--- src/rtl/dp_inst_loader_pkg.sv ---
// Shared definitions for the DP instruction loader: store geometry, format
// codes, reject codes, FSM states and the decoded field bundle.
package dp_inst_loader_pkg;

  localparam int DP_AW    = 6;
  localparam int DP_DEPTH = 1 << DP_AW;

  localparam logic [1:0] FMT_DP0 = 2'd0;  // immediate shift
  localparam logic [1:0] FMT_DP1 = 2'd1;  // register shift
  localparam logic [1:0] FMT_DP2 = 2'd2;  // rotated immediate
  localparam logic [1:0] FMT_ILL = 2'd3;

  localparam logic [1:0] ERR_NONE    = 2'd0;
  localparam logic [1:0] ERR_RD_PC   = 2'd1;
  localparam logic [1:0] ERR_FMT     = 2'd2;
  localparam logic [1:0] ERR_CMP_NOS = 2'd3;

  // Compare-class opcodes (TST/TEQ/CMP/CMN) are 4'b10xx.
  localparam logic [1:0] CMP_OP_HI = 2'b10;

  typedef enum logic [1:0] {
    ST_IDLE  = 2'd0,
    ST_CHECK = 2'd1,
    ST_WRITE = 2'd2,
    ST_ERR   = 2'd3
  } ld_state_e;

  typedef struct packed {
    logic [3:0] cond;
    logic [3:0] op;
    logic       s_bit;
    logic [1:0] fmt;
    logic [3:0] rn;
    logic [3:0] rd;
    logic [3:0] rm;
    logic [3:0] rs;
    logic [1:0] shift_type;
    logic [4:0] shift_imm;
    logic [3:0] rot;
    logic [7:0] imm8;
  } dp_req_t;

  function automatic logic is_cmp_op(input logic [3:0] op);
    return op[3:2] == CMP_OP_HI;
  endfunction

endpackage

--- src/rtl/dp_inst_loader_if.sv ---
// Loader bus: field-bundle handshake, store control, CPU fetch port and status.
interface dp_inst_loader_if;
  import dp_inst_loader_pkg::*;

  logic              in_valid;
  logic              in_ready;
  dp_req_t           req;
  logic              clear;
  logic [DP_AW-1:0]  inst_addr;
  logic [31:0]       inst_word;
  logic [DP_AW:0]    wr_count;
  logic              full;
  logic              err;
  logic [1:0]        err_code;

  modport master (
    output in_valid, req, clear, inst_addr,
    input  in_ready, inst_word, wr_count, full, err, err_code
  );

  modport slave (
    input  in_valid, req, clear, inst_addr,
    output in_ready, inst_word, wr_count, full, err, err_code
  );
endinterface

--- src/rtl/dp_inst_loader_encode.sv ---
// Combinational encoder: decoded DP fields -> 32-bit machine word plus the
// highest-priority undefined-instruction code (ERR_NONE when legal).
module dp_inst_encode
  import dp_inst_loader_pkg::*;
(
  input  dp_req_t     req_i,
  output logic [31:0] word_o,
  output logic [1:0]  code_o
);

  // Assemble the word for the selected format; illegal format encodes as zero.
  always_comb begin
    word_o = '0;
    unique case (req_i.fmt)
      FMT_DP0: word_o = {req_i.cond, 3'b000, req_i.op, req_i.s_bit, req_i.rn, req_i.rd,
                         req_i.shift_imm, req_i.shift_type, 1'b0, req_i.rm};
      FMT_DP1: word_o = {req_i.cond, 3'b000, req_i.op, req_i.s_bit, req_i.rn, req_i.rd,
                         req_i.rs, 1'b0, req_i.shift_type, 1'b1, req_i.rm};
      FMT_DP2: word_o = {req_i.cond, 3'b001, req_i.op, req_i.s_bit, req_i.rn, req_i.rd,
                         req_i.rot, req_i.imm8};
      default: word_o = '0;
    endcase
  end

  // Rule check in priority order: PC destination, bad format, compare without S.
  always_comb begin
    code_o = ERR_NONE;
    if (req_i.rd == 4'hF)                              code_o = ERR_RD_PC;
    else if (req_i.fmt == FMT_ILL)                     code_o = ERR_FMT;
    else if (is_cmp_op(req_i.op) && !req_i.s_bit)      code_o = ERR_CMP_NOS;
  end

endmodule

--- src/rtl/dp_inst_loader.sv ---
// Instruction loader: accepts field bundles, encodes and checks them, and
// appends legal words to a 64-word store read asynchronously by the CPU.
module dp_inst_loader
  import dp_inst_loader_pkg::*;
(
  input  logic              clk,
  input  logic              rst,
  dp_inst_loader_if.slave   bus
);

  ld_state_e       state_q, state_d;
  dp_req_t         req_q;
  logic [DP_AW:0]  wr_count_q, wr_count_d;
  logic [1:0]      err_code_q, err_code_d;
  logic [31:0]     mem_q [DP_DEPTH];

  logic [31:0]     enc_word;
  logic [1:0]      enc_code;
  logic            full;
  logic            in_ready;
  logic            err;
  logic            wr_en;
  logic            hs;

  dp_inst_encode u_enc (
    .req_i  (req_q),
    .word_o (enc_word),
    .code_o (enc_code)
  );

  assign full = (wr_count_q == (DP_AW+1)'(DP_DEPTH));
  assign hs   = bus.in_valid & in_ready;

  // Next-state and per-state outputs; clear only takes effect while idle and
  // blocks acceptance in that same cycle.
  always_comb begin
    state_d    = state_q;
    wr_count_d = wr_count_q;
    err_code_d = err_code_q;
    in_ready   = 1'b0;
    err        = 1'b0;
    wr_en      = 1'b0;
    unique case (state_q)
      ST_IDLE: begin
        in_ready = !full && !bus.clear;
        if (bus.clear)  wr_count_d = '0;
        else if (hs)    state_d    = ST_CHECK;
      end
      ST_CHECK: begin
        // Code is latched here so it is already visible during the err pulse.
        if (enc_code != ERR_NONE) begin
          state_d    = ST_ERR;
          err_code_d = enc_code;
        end else begin
          state_d    = ST_WRITE;
        end
      end
      ST_WRITE: begin
        wr_en      = 1'b1;
        wr_count_d = wr_count_q + (DP_AW+1)'(1);
        state_d    = ST_IDLE;
      end
      ST_ERR: begin
        err     = 1'b1;
        state_d = ST_IDLE;
      end
      default: state_d = ST_IDLE;
    endcase
  end

  // State, pointer and reject-code registers.
  always_ff @(posedge clk or posedge rst) begin
    if (rst) begin
      state_q    <= ST_IDLE;
      wr_count_q <= '0;
      err_code_q <= ERR_NONE;
    end else begin
      state_q    <= state_d;
      wr_count_q <= wr_count_d;
      err_code_q <= err_code_d;
    end
  end

  // Capture the bundle on handshake; it stays stable through CHECK/WRITE.
  always_ff @(posedge clk or posedge rst) begin
    if (rst)      req_q <= '0;
    else if (hs)  req_q <= bus.req;
  end

  // Instruction store; reset clears every word so fetches of unwritten slots read zero.
  always_ff @(posedge clk or posedge rst) begin
    if (rst) begin
      for (int i = 0; i < DP_DEPTH; i++) mem_q[i] <= '0;
    end else if (wr_en) begin
      mem_q[wr_count_q[DP_AW-1:0]] <= enc_word;
    end
  end

  assign bus.inst_word = mem_q[bus.inst_addr];
  assign bus.in_ready  = in_ready;
  assign bus.wr_count  = wr_count_q;
  assign bus.full      = full;
  assign bus.err       = err;
  assign bus.err_code  = err_code_q;

endmodule

--- src/flat_wrapper.sv ---
// flat-port wrapper written by rule: the top's interface ports become plain ports
module dp_inst_loader_flat import dp_inst_loader_pkg::*;
  (clk, rst, bus_in_valid, bus_req, bus_clear, bus_inst_addr, bus_in_ready, bus_inst_word, bus_wr_count, bus_full, bus_err, bus_err_code);
  dp_inst_loader_if bus_i ();
  input  logic clk;
  input  logic rst;
  input wire logic [$bits(bus_i.in_valid)-1:0] bus_in_valid;
  input wire logic [$bits(bus_i.req)-1:0] bus_req;
  input wire logic [$bits(bus_i.clear)-1:0] bus_clear;
  input wire logic [$bits(bus_i.inst_addr)-1:0] bus_inst_addr;
  output wire logic [$bits(bus_i.in_ready)-1:0] bus_in_ready;
  output wire logic [$bits(bus_i.inst_word)-1:0] bus_inst_word;
  output wire logic [$bits(bus_i.wr_count)-1:0] bus_wr_count;
  output wire logic [$bits(bus_i.full)-1:0] bus_full;
  output wire logic [$bits(bus_i.err)-1:0] bus_err;
  output wire logic [$bits(bus_i.err_code)-1:0] bus_err_code;
  assign bus_i.in_valid = bus_in_valid;
  assign bus_i.req = bus_req;
  assign bus_i.clear = bus_clear;
  assign bus_i.inst_addr = bus_inst_addr;
  assign bus_in_ready = bus_i.in_ready;
  assign bus_inst_word = bus_i.inst_word;
  assign bus_wr_count = bus_i.wr_count;
  assign bus_full = bus_i.full;
  assign bus_err = bus_i.err;
  assign bus_err_code = bus_i.err_code;
  dp_inst_loader u_core (.clk(clk), .rst(rst), .bus(bus_i));
endmodule
--- config.mk ---
export PLATFORM = sky130hd
export DESIGN_NAME = dp_inst_loader_flat
export DESIGN_NICKNAME = d
export VERILOG_FILES = /design/src/rtl/dp_inst_loader_pkg.sv /design/src/rtl/dp_inst_loader_if.sv /design/src/rtl/dp_inst_loader_encode.sv /design/src/rtl/dp_inst_loader.sv /design/src/flat_wrapper.sv
export SDC_FILE = /design/constraint.sdc
export NUM_CORES = 2
export LEC_CHECK = 0
export ABC_AREA = 1
export CAP_MARGIN = 30
export CORE_ASPECT_RATIO = 1.1
export CORE_UTILIZATION = 60
export DETAILED_ROUTE_END_ITERATION = 12
export PLACE_DENSITY_LB_ADDON = 0.12
export RECOVER_POWER = 50
export SLEW_MARGIN = 0
export SYNTH_ARGS = -nofsm -noshare
export SYNTH_HDL_FRONTEND = slang
export SYNTH_SLANG_ARGS = --single-unit
export TNS_END_PERCENT = 1
--- constraint.sdc ---
create_clock -name clk -period 136.5 [get_ports clk]
set_input_delay 27.3 -clock clk [delete_from_list [all_inputs] [get_ports clk]]
set_output_delay 27.3 -clock clk [all_outputs]
set_load 0.01 [all_outputs]
==> impl_metrics.csv <==
group,metric,value,unit
clocking,cts.repair.resized,0,
clocking,cts_tree,"built",
status,status,"finished, violations left",
worst_setup_path,max_stage_delay,0.88,ns
worst_setup_path,reg2reg_slack,131.21,ns
sta,fin_skew,0.0377,ns
sta,fin_crit_sh,43.7,%
synthesis,synthTopCellsByCount,"nand2_1 (4488), dfrtp_1 (1977), o21ai_0 (1740), nand3_1 (1623), clkbuf_1 (752)",
worst_setup_path,cp.required,109.20,ns
drt,drc,2,
placement,place_ws,77.14,ns
synthesis,ys.flop_type,"dfrtp_1",
clocking,clk_latency,0.88,ns
final_layout,instances_no_fill,12790,
sta,slew_headroom,-256,%
placement,routabilityCongestion,0.930,
clocking,numCtsBuffers,199,
hold_path,hp-class,"reg -> reg",
synthesis,ys_warn_count,0,
sta,final-max-slew-violation-count,3952,
global_routing,antenna_found_initial,7,
floorplan,core_area,147000,um^2
placement,place_hpwl,156000,um
power_and_ir_drop,leakage,43.5,nW
synthesis,netlist_area,89100,um^2
synthesis,yosysSeqAreaShare,55.5,%
drt,via_count,78442,
global_routing,grt_max_degree,204,
clocking,htreeDepth,4,
clocking,clock-sinks,1977,
power_and_ir_drop,vdd_drop_max,0.0321,mV
final_layout,syn2layout_area_growth,8.53,%
worst_setup_path,critPathCaptureType,"output pin",
floorplan,ios,100,
worst_setup_path,cp.arrival,32.30,ns
synthesis,syn_inst,11211,
clocking,clock_path_buffers,3,
sta,worst_pin_slew,5.34,ns
drt,drt_wl_total,287000,um
clocking,post-cts-setup-buffers,0,
synthesis,synth_area_per_cell,7.95,um^2
worst_setup_path,critPathKind,"in -> out",
synthesis,synth_top_cells_by_area,"dfrtp_1 (56%), nand2_1 (19%), o21ai_0 (9.8%), nand3_1 (9.1%), clkbuf_1 (3.2%)",
synthesis,ys_ff_latch,1977,
clocking,cts-root-buf,"clkbuf_16",
worst_setup_path,slowest_stage,"buf_4",
synthesis,synthArstFlopShare,100,%
worst_setup_path,cp-start-kind,"primary input",
clocking,cts_hold_buf,0,
sta,post-route-min-period,59.60,ns
synthesis,yosys.cell_count.top_type,"nand2_1",
placement,numPortBuffers,97,
synthesis,netlist.area_leader.share,55.5,%
placement,dpl.cell_count,12416,
floorplan,die_w,369,um
sta,rsz0062_at_grt,"no",
drt,drt-pass1-iter-count,12,
sta,final_hold_viol_count,0,
sta,tns,0,ns
sta,fin_ws,76.90,ns
drt,routed_via_density,6.13,
final_layout,nets,10745,
status,violations,"DRC, capacitance limit, slew limit",
sta,max_freq,16.8,MHz
power_and_ir_drop,power.density,14.9,nW/um^2
global_routing,grt_pass1_wl,445000,um
job,drv_cap,74,
synthesis,synth_top_area_cell,"dfrtp_1",
floorplan,die_area,150000,um^2
drt,avgRoutedWirePerCell,22.5,um
drt,ant_nets,0,
worst_setup_path,crit_chain,"buf_8 > inv_8 > buf_4 > buf_4 > nand2_1 > nand3_1 > nand3_1 > nand2_1 > nand2_1 > nand3_1 > nand3_1 > nand2_1 > clkdlybuf4s50_1",
drt,drtIter0Drc,11123,
synthesis,synth-edff-count,0,
sta,setup_viol,0,
floorplan,rows,147,
floorplan,floorplan.initialDensity,60.8,%
global_routing,grt_pass1_vias,74704,
floorplan,die_y,406,um
worst_setup_path,cp_max_fo,136,
final_layout,drive_gt1_share,4.77,%
global_routing,track_usage,38.7,%
global_routing,gr-total-overflow,0,
synthesis,yosysUniqueCellTypes,29,
clocking,cts.clk_slew.worst_paths,0.06,ns
## area by class of cell
type / instances / area, um^2
diodes: 5 / 12.5
fillers: 12306 / 49900
multi-input cells: 8152 / 35400
inverters: 85 / 348
well taps: 1937 / 2420
clock buffers: 302 / 6020
flip-flops and latches: 1977 / 49500
repair buffers: 272 / 2350
clock inverters: 60 / 669
## worst max-delay path: cells and delay by family
family,cells,cell delay [ns]
AND/OR/NAND/NOR,8,1.48
buffers and inverters,5,3.18
## cell families (layout without fill, tap and decap cells)
group                      after synthesis  in the layout  synth area share [%]
and+or+nand+nor                       6159           6159                  28.4
AOI/OAI and AO/OA                     1989           1989                  11.3
DFF                                   1977           1977                  55.5
buffers and inverters                 1083            719                  4.83
adders and majority gates                2              2                0.0281
other                                    1              7               0.00421
## worst paths after layout
path,from,endpoint,cells after the start
setup / recovery,bus_inst_addr[0],bus_inst_word[0],13
hold / removal,u_core.mem_q[938],u_core.mem_q[938],2
setup reg to reg,u_core.state_q[1],u_core.mem_q[200],10
hold reg to reg,u_core.mem_q[938],u_core.mem_q[938],2
max in group asynchronous,rst,u_core.mem_q[1342],6
min in group asynchronous,rst,u_core.mem_q[69],2
## power by group
| group | switching (mW) | leakage [nW] | internal (mW) |
|---|---|---|---|
| combinational | 0.225 | 12.7 | 0.0392 |
| sequential | 0.0133 | 27.5 | 0.608 |
| clock | 0.238 | 3.33 | 0.321 |
## cell usage in the layout (no fill, tap or decap), types with 4 or more instances in the layout
cell type           n
buf_12              8
nand3_1          1623
nand2_2            61
clkbuf_8           63
clkdlybuf4s50_1    91
nor3_2              4
inv_16              4
nand2_1          4427
o21ai_0          1937
bufinv_16           9
clkinv_2           36
clkbuf_16         200
inv_2               8
dfrtp_1          1977
buf_4              88
a21oi_1             7
inv_6               8
a22o_1              7
clkbuf_1          108
diode_2             5
o21ai_1            30
buf_16             11
nor2_1             36
inv_1              70
## metrics by stage
step	cell area, um^2	util, %	hold slack [ns]	power [mW]
after floorplan	89100	-	0.453	0.774
after global placement	90000	61.4	0.465	0.887
after detailed placement	90400	61.7	0.472	0.891
after CTS	97100	66.2	0.486	1.44
after global routing	96700	66.0	0.492	1.49
final	96700	66.0	0.482	1.44
## layer usage
metal / vias up / share of wire [%] / global-route usage, %
li1: 35493 / - / -
met5: - / 0.0080 / 0
met1: 38151 / 40 / 52.3
met3: 730 / 11 / 9.41
met2: 4062 / 43 / 57.2
met4: 6 / 6.3 / 22.4
## sequential cells by signal (all words and copies together), names as in the netlist
name	cells
u_core.mem_q	1920
u_core.state_q	2
u_core.bus.err_code	2
u_core.req_q	46
u_core.bus.wr_count	7
(Power assumes the default switching activity.)
